[config.mk]
export PLATFORM = sky130hd
export DESIGN_NAME = rf_scoreboard_flat
export DESIGN_NICKNAME = d
export VERILOG_FILES = /design/src/rtl/rf_scoreboard_if.sv /design/src/rtl/rf_scoreboard.sv /design/src/flat_wrapper.sv
export SDC_FILE = /design/constraint.sdc
export NUM_CORES = 1
export LEC_CHECK = 0
export ABC_AREA = 1
export CAP_MARGIN = 15
export CORE_ASPECT_RATIO = 0.8
export CORE_MARGIN = 5
export CORE_UTILIZATION = 46
export DETAILED_ROUTE_END_ITERATION = 10
export GPL_ROUTABILITY_DRIVEN = 1
export HOLD_SLACK_MARGIN = 0.08
export PLACE_DENSITY = 0.76
export SKIP_CTS_REPAIR_TIMING = 1
export SYNTH_ARGS = -nofsm -noshare
export SYNTH_HDL_FRONTEND = slang
export SYNTH_SLANG_ARGS = --single-unit
[constraint.sdc]
create_clock -name CLK -period 2.5 [get_ports CLK]
set_clock_uncertainty 0.15 [all_clocks]
set_input_delay 0.5 -clock CLK [delete_from_list [all_inputs] [get_ports CLK]]
set_output_delay 0.5 -clock CLK [all_outputs]
set_load 0.01 [all_outputs]
[src/rtl/rf_scoreboard_if.sv]
// Decode/issue and writeback handshake seen by the register-file scoreboard.
// Decode drives the master side; the scoreboard answers with stall.
interface rf_scoreboard_if #(
  parameter int WSEL_W = 5
);
  logic              issue_valid;
  logic              issue_wen;
  logic [WSEL_W-1:0] issue_wsel;
  logic              issue_use1;
  logic [WSEL_W-1:0] issue_rsel1;
  logic              issue_use2;
  logic [WSEL_W-1:0] issue_rsel2;
  logic              stall;
  logic              wb_valid;
  logic [WSEL_W-1:0] wb_wsel;

  modport master (
    output issue_valid, issue_wen, issue_wsel, issue_use1, issue_rsel1,
           issue_use2, issue_rsel2, wb_valid, wb_wsel,
    input  stall
  );

  modport slave (
    input  issue_valid, issue_wen, issue_wsel, issue_use1, issue_rsel1,
           issue_use2, issue_rsel2, wb_valid, wb_wsel,
    output stall
  );
endinterface

[src/rtl/rf_scoreboard.sv]
// Per-register pending-write scoreboard with RAW/saturation stall and drain sequencer.
// Optional macro RF_SCOREBOARD_WB_BYPASS_EN lets a source read bypass a same-cycle writeback.
//
// state | meaning
// IDLE  | normal issue, hazards only
// DRAIN | issue held until every pending write has retired
// DONE  | drain complete, drain_done high until drain_req drops
module rf_scoreboard #(
  parameter int NREGS  = 32,
  parameter int WSEL_W = 5,
  parameter int CNT_W  = 2
) (
  input  logic              CLK,
  input  logic              nRST,
  rf_scoreboard_if.slave    sb,
  input  logic              flush,
  input  logic              drain_req,
  output logic              drain_done,
  output logic [NREGS-1:0]  busy,
  output logic              err_underflow
);

  localparam logic [CNT_W-1:0] CNT_MAX = '1;
  localparam logic [CNT_W-1:0] CNT_ONE = CNT_W'(1);

  typedef enum logic [1:0] {IDLE, DRAIN, DONE} state_t;

  state_t           state, state_nxt;
  logic [CNT_W-1:0] pending     [NREGS];
  logic [CNT_W-1:0] pending_nxt [NREGS];
  logic             hz1, hz2, hz_sat, hazard, accept;
  logic             inc, dec, underflow, all_zero;

  always_comb begin
    hz1    = sb.issue_use1 && (sb.issue_rsel1 != '0) && (pending[sb.issue_rsel1] != '0);
    hz2    = sb.issue_use2 && (sb.issue_rsel2 != '0) && (pending[sb.issue_rsel2] != '0);
`ifdef RF_SCOREBOARD_WB_BYPASS_EN
    // The register file commits on the falling edge, so the last pending write is readable now.
    if ((pending[sb.issue_rsel1] == CNT_ONE) && sb.wb_valid &&
        (sb.wb_wsel == sb.issue_rsel1) && !flush)
      hz1 = 1'b0;
    if ((pending[sb.issue_rsel2] == CNT_ONE) && sb.wb_valid &&
        (sb.wb_wsel == sb.issue_rsel2) && !flush)
      hz2 = 1'b0;
`endif
    hz_sat = sb.issue_wen && (sb.issue_wsel != '0) && (pending[sb.issue_wsel] == CNT_MAX);
    hazard = hz1 || hz2 || hz_sat;
  end

  assign sb.stall   = sb.issue_valid && (hazard || (state != IDLE));
  assign accept     = sb.issue_valid && !sb.stall;
  assign drain_done = (state == DONE);

  always_comb begin
    inc            = 1'b0;
    dec            = 1'b0;
    all_zero       = 1'b1;
    pending_nxt[0] = '0;
    busy[0]        = 1'b0;
    for (int r = 1; r < NREGS; r++) begin
      inc            = accept && sb.issue_wen && (sb.issue_wsel == WSEL_W'(r));
      dec            = sb.wb_valid && (sb.wb_wsel == WSEL_W'(r)) && (pending[r] != '0);
      pending_nxt[r] = flush ? '0 : (pending[r] + CNT_W'(inc) - CNT_W'(dec));
      busy[r]        = (pending[r] != '0);
      if (pending[r] != '0)
        all_zero = 1'b0;
    end
    underflow = !flush && sb.wb_valid && (sb.wb_wsel != '0) && (pending[sb.wb_wsel] == '0);
  end

  always_ff @(posedge CLK or negedge nRST) begin
    if (!nRST) begin
      for (int r = 0; r < NREGS; r++)
        pending[r] <= '0;
      err_underflow <= 1'b0;
    end else begin
      for (int r = 0; r < NREGS; r++)
        pending[r] <= pending_nxt[r];
      if (underflow)
        err_underflow <= 1'b1;
    end
  end

  always_ff @(posedge CLK or negedge nRST) begin
    if (!nRST)
      state <= IDLE;
    else
      state <= state_nxt;
  end

  always_comb begin
    state_nxt = state;
    case (state)
      IDLE:    if (drain_req) state_nxt = DRAIN;
      DRAIN:   if (all_zero)  state_nxt = DONE;
      DONE:    if (!drain_req) state_nxt = IDLE;
      default: state_nxt = IDLE;
    endcase
  end

endmodule

[src/flat_wrapper.sv]
// flat-port wrapper written by rule: the top's interface ports become plain ports
module rf_scoreboard_flat 
#(
  parameter int NREGS  = 32,
  parameter int WSEL_W = 5,
  parameter int CNT_W  = 2
)
  (CLK, nRST, flush, drain_req, drain_done, busy, err_underflow, sb_issue_valid, sb_issue_wen, sb_issue_wsel, sb_issue_use1, sb_issue_rsel1, sb_issue_use2, sb_issue_rsel2, sb_wb_valid, sb_wb_wsel, sb_stall);
  rf_scoreboard_if #(.WSEL_W(WSEL_W)) sb_i ();
  input  logic CLK;
  input  logic nRST;
  input  logic flush;
  input  logic drain_req;
  output logic drain_done;
  output logic [NREGS-1:0] busy;
  output logic err_underflow;
  input wire logic [$bits(sb_i.issue_valid)-1:0] sb_issue_valid;
  input wire logic [$bits(sb_i.issue_wen)-1:0] sb_issue_wen;
  input wire logic [$bits(sb_i.issue_wsel)-1:0] sb_issue_wsel;
  input wire logic [$bits(sb_i.issue_use1)-1:0] sb_issue_use1;
  input wire logic [$bits(sb_i.issue_rsel1)-1:0] sb_issue_rsel1;
  input wire logic [$bits(sb_i.issue_use2)-1:0] sb_issue_use2;
  input wire logic [$bits(sb_i.issue_rsel2)-1:0] sb_issue_rsel2;
  input wire logic [$bits(sb_i.wb_valid)-1:0] sb_wb_valid;
  input wire logic [$bits(sb_i.wb_wsel)-1:0] sb_wb_wsel;
  output wire logic [$bits(sb_i.stall)-1:0] sb_stall;
  assign sb_i.issue_valid = sb_issue_valid;
  assign sb_i.issue_wen = sb_issue_wen;
  assign sb_i.issue_wsel = sb_issue_wsel;
  assign sb_i.issue_use1 = sb_issue_use1;
  assign sb_i.issue_rsel1 = sb_issue_rsel1;
  assign sb_i.issue_use2 = sb_issue_use2;
  assign sb_i.issue_rsel2 = sb_issue_rsel2;
  assign sb_i.wb_valid = sb_wb_valid;
  assign sb_i.wb_wsel = sb_wb_wsel;
  assign sb_stall = sb_i.stall;
  rf_scoreboard #(.NREGS(NREGS), .WSEL_W(WSEL_W), .CNT_W(CNT_W)) u_core (.CLK(CLK), .nRST(nRST), .sb(sb_i), .flush(flush), .drain_req(drain_req), .drain_done(drain_done), .busy(busy), .err_underflow(err_underflow));
endmodule
==> results.ini <==
[timing]
slew_headroom_pct=58.5
finalCritPeriodShare_pct=114
drv_slew=0
post-route-min-period_ns=2.85
worst_pin_slew_ns=0.622
fin_ws_ns=-0.350
hold_violations=0
max_freq_ghz=0.351
rsz0062_at_grt=yes
setup_violations=63

[floorplanning]
die-area_um2=15800
io_pins=64
die_y_um=113
core_um2=13000
rows=37
start_util_pct=47.4
die_x_um=139

[global_route]
grt_overflow=0
grtUsageTotal_pct=28.5
busiest_layer=met2
grt_use_met3_pct=8.11
grt_max_degree=38
grt_use_met1_pct=38.6
grtUsageMet2_pct=44.7
antenna_found_initial=0
grt_pass1_vias=6821
grt_pass1_wl_um=35300

[place]
finalWeightedCongestion=1.02
pre_cts_slack_ns=-0.997
dp.cells=1369
numPortBuffers=62
place_area_um2=8590
place_hpwl_um=18000

[detailed_routing]
wl_um=24900
viasPerCell=5.32
antenna_left=0
drt_first_pass_iters=5
drcViolationCount=0
avgRoutedWirePerCell_um=17.8
via_count=7421
drt-initial-drc-count=945

[setup_path]
timing.rr.start=u_core.pending[6]
timing.rr.end=u_core.pending[29]
crit_start=sb_issue_wsel[0]
crit_fanout=9
endpoint=sb_stall
start_kind=input pin
crit_type=in2out
cp_data_arrival_time_ns=2.20
ff2ff_setup_slack_ns=-0.24
required_ns=1.85
end_kind=primary output
reg2reg_depth=17

[power_and_ir_drop]
p_comb_share_pct=22.4
pwr-share-clk_pct=42.5
leakagePower_nw=4.97
vdd_drop_max_mv=0.347
powerDensity_nw_per_um2=322
p_switching_w=0.000918
pwr-share-seq_pct=35.1
swShare_pct=29.9
intPower_w=0.00215

[clock_tree]
cts_tree=done
clk_pin_slew_ns=0.06
cts.htree.levels=3
clockRootBuffer=clkbuf_16
clk_latency_ns=0.35
cts.sinks=65
numCtsBuffers=9
clockBufferDepth=2

[synthesis]
syn_nets=1023
yosysUniqueCellTypes=36
avgSynthCellArea_um2=6.59
yosysSeqAreaShare_pct=26.5
syn_area_um2=6140
yosysTopAreaCell=dfrtp_1
synth-edff-count=0
synthTopCellsByCount=nand2_1 (183), nor2_1 (180), inv_1 (172)
synthFlopType=dfrtp_1
async_flop_share_pct=100
synth_cells=932
netlist_top_cells_area=dfrtp_1 (26%), ha_1 (13%), nand2_1 (11%)
ys_warn_count=0
synth_top_cell_area_share_pct=26.5
ys_seq_elements=65
post-synth-top-count-cell=nand2_1

[status]
violations=negative setup slack
status=finished with violations

[flow_run]
maxCapViolCount=0

[layout]
fill_cells=934
diodes=0
layout.cells.non_filler=1394
area_growth_pct=55.5
drive_above_1_share_pct=31.3
nNetsFinal=1306
fin_area_um2=9550

[hold_path]
worstHoldPathType=reg2reg

worst min path at each step:
stage / from / cells after the start / to
floorplan: nRST / 0 / u_core.err_underflow
global placement: u_core.err_underflow / 1 / u_core.err_underflow
detailed placement: u_core.err_underflow / 1 / u_core.err_underflow
CTS: nRST / 1 / u_core.pending[36]
global route: u_core.err_underflow / 1 / u_core.err_underflow
finish: u_core.err_underflow / 1 / u_core.err_underflow
worst max-delay path, stage by stage:
cell and delay, ns:
clkbuf_4 0.15, buf_12 0.16, buf_12 0.13, o21ai_0 0.23, nand2_1 0.12, nand2_1 0.10, nand2_1 0.07, nand2_1 0.07
inv_1 0.03, nand2_1 0.05, nand3_1 0.07, nand2_1 0.08, nand2_2 0.06, a31oi_2 0.20, buf_2 0.17
cell families after synthesis:
logic type	synth area share, %
buf+inv	13.7
other cells	0.0611
xor+xnor	8.84
simple gates	32.6
fa+ha+maj	12.6
compound gates	5.75
flops	26.5
layout make-up:
cell class / count / area (um2) / area share [%]
Tap cell: 175 / 219 / 2.29
Clock buffer: 10 / 239 / 2.50
Multi-Input combinational cell: 662 / 4200 / 44.0
Sequential cell: 65 / 1630 / 17.0
Clock inverter: 5 / 56.3 / 0.590
Inverter: 177 / 664 / 6.96
Timing Repair Buffer: 300 / 2540 / 26.6
through the flow:
step           total power (W)  setup TNS (ns)  hold WS (ns)  utilization (%)
2_1_floorplan          0.00135               0        0.0544                -
3_3_place_gp           0.00167          -48.68         0.319             66.3
3_5_place_dp           0.00168          -50.98         0.312             66.3
4_1_cts                0.00298          -29.69        0.0390             68.5
5_1_grt                0.00317          -19.24         0.377             73.7
6_report               0.00307          -13.08         0.335             73.7
power groups by stage:
| stage | Sequential, W | Combinational, W | Clock, W |
|---|---|---|---|
| after global routing | 0.00108 | 0.000736 | 0.00135 |
| final | 0.00108 | 0.000688 | 0.00130 |
| after floorplan | 0.00109 | 0.000260 | 0 |
| after global placement | 0.00110 | 0.000570 | 0 |
| after detailed placement | 0.00110 | 0.000578 | 0 |
| after CTS | 0.00108 | 0.000582 | 0.00131 |
routing by layer:
metal | part of all wire [%] | wire length, um
met1 | 40 | 10000
met2 | 44 | 10900
met3 | 12 | 2950
met4 | 4.1 | 1030
met5 | 0 | 0
flip-flops by register name, summed over array words and instances (netlist names):
register / count
u_core.state: 2
u_core.err_underflow: 1
u_core.pending: 62
layout by cell type, fill, tap and decap left out, types with 8 or more instances in the layout:
cell,count
nor2_4,23
nand2_1,175
dlymetal6s2s_1,8
inv_2,26
nor4_1,14
clkbuf_16,11
xnor2_1,31
xor2_1,28
nand3_1,63
o21ai_0,23
ha_4,17
nand4_1,11
a21oi_1,17
inv_1,151
buf_4,221
buf_6,8
o21ai_1,8
nor2_1,138
ha_1,40
clkdlybuf4s50_1,48
nor2_2,33
dfrtp_1,65
(Power assumes the default switching activity.)
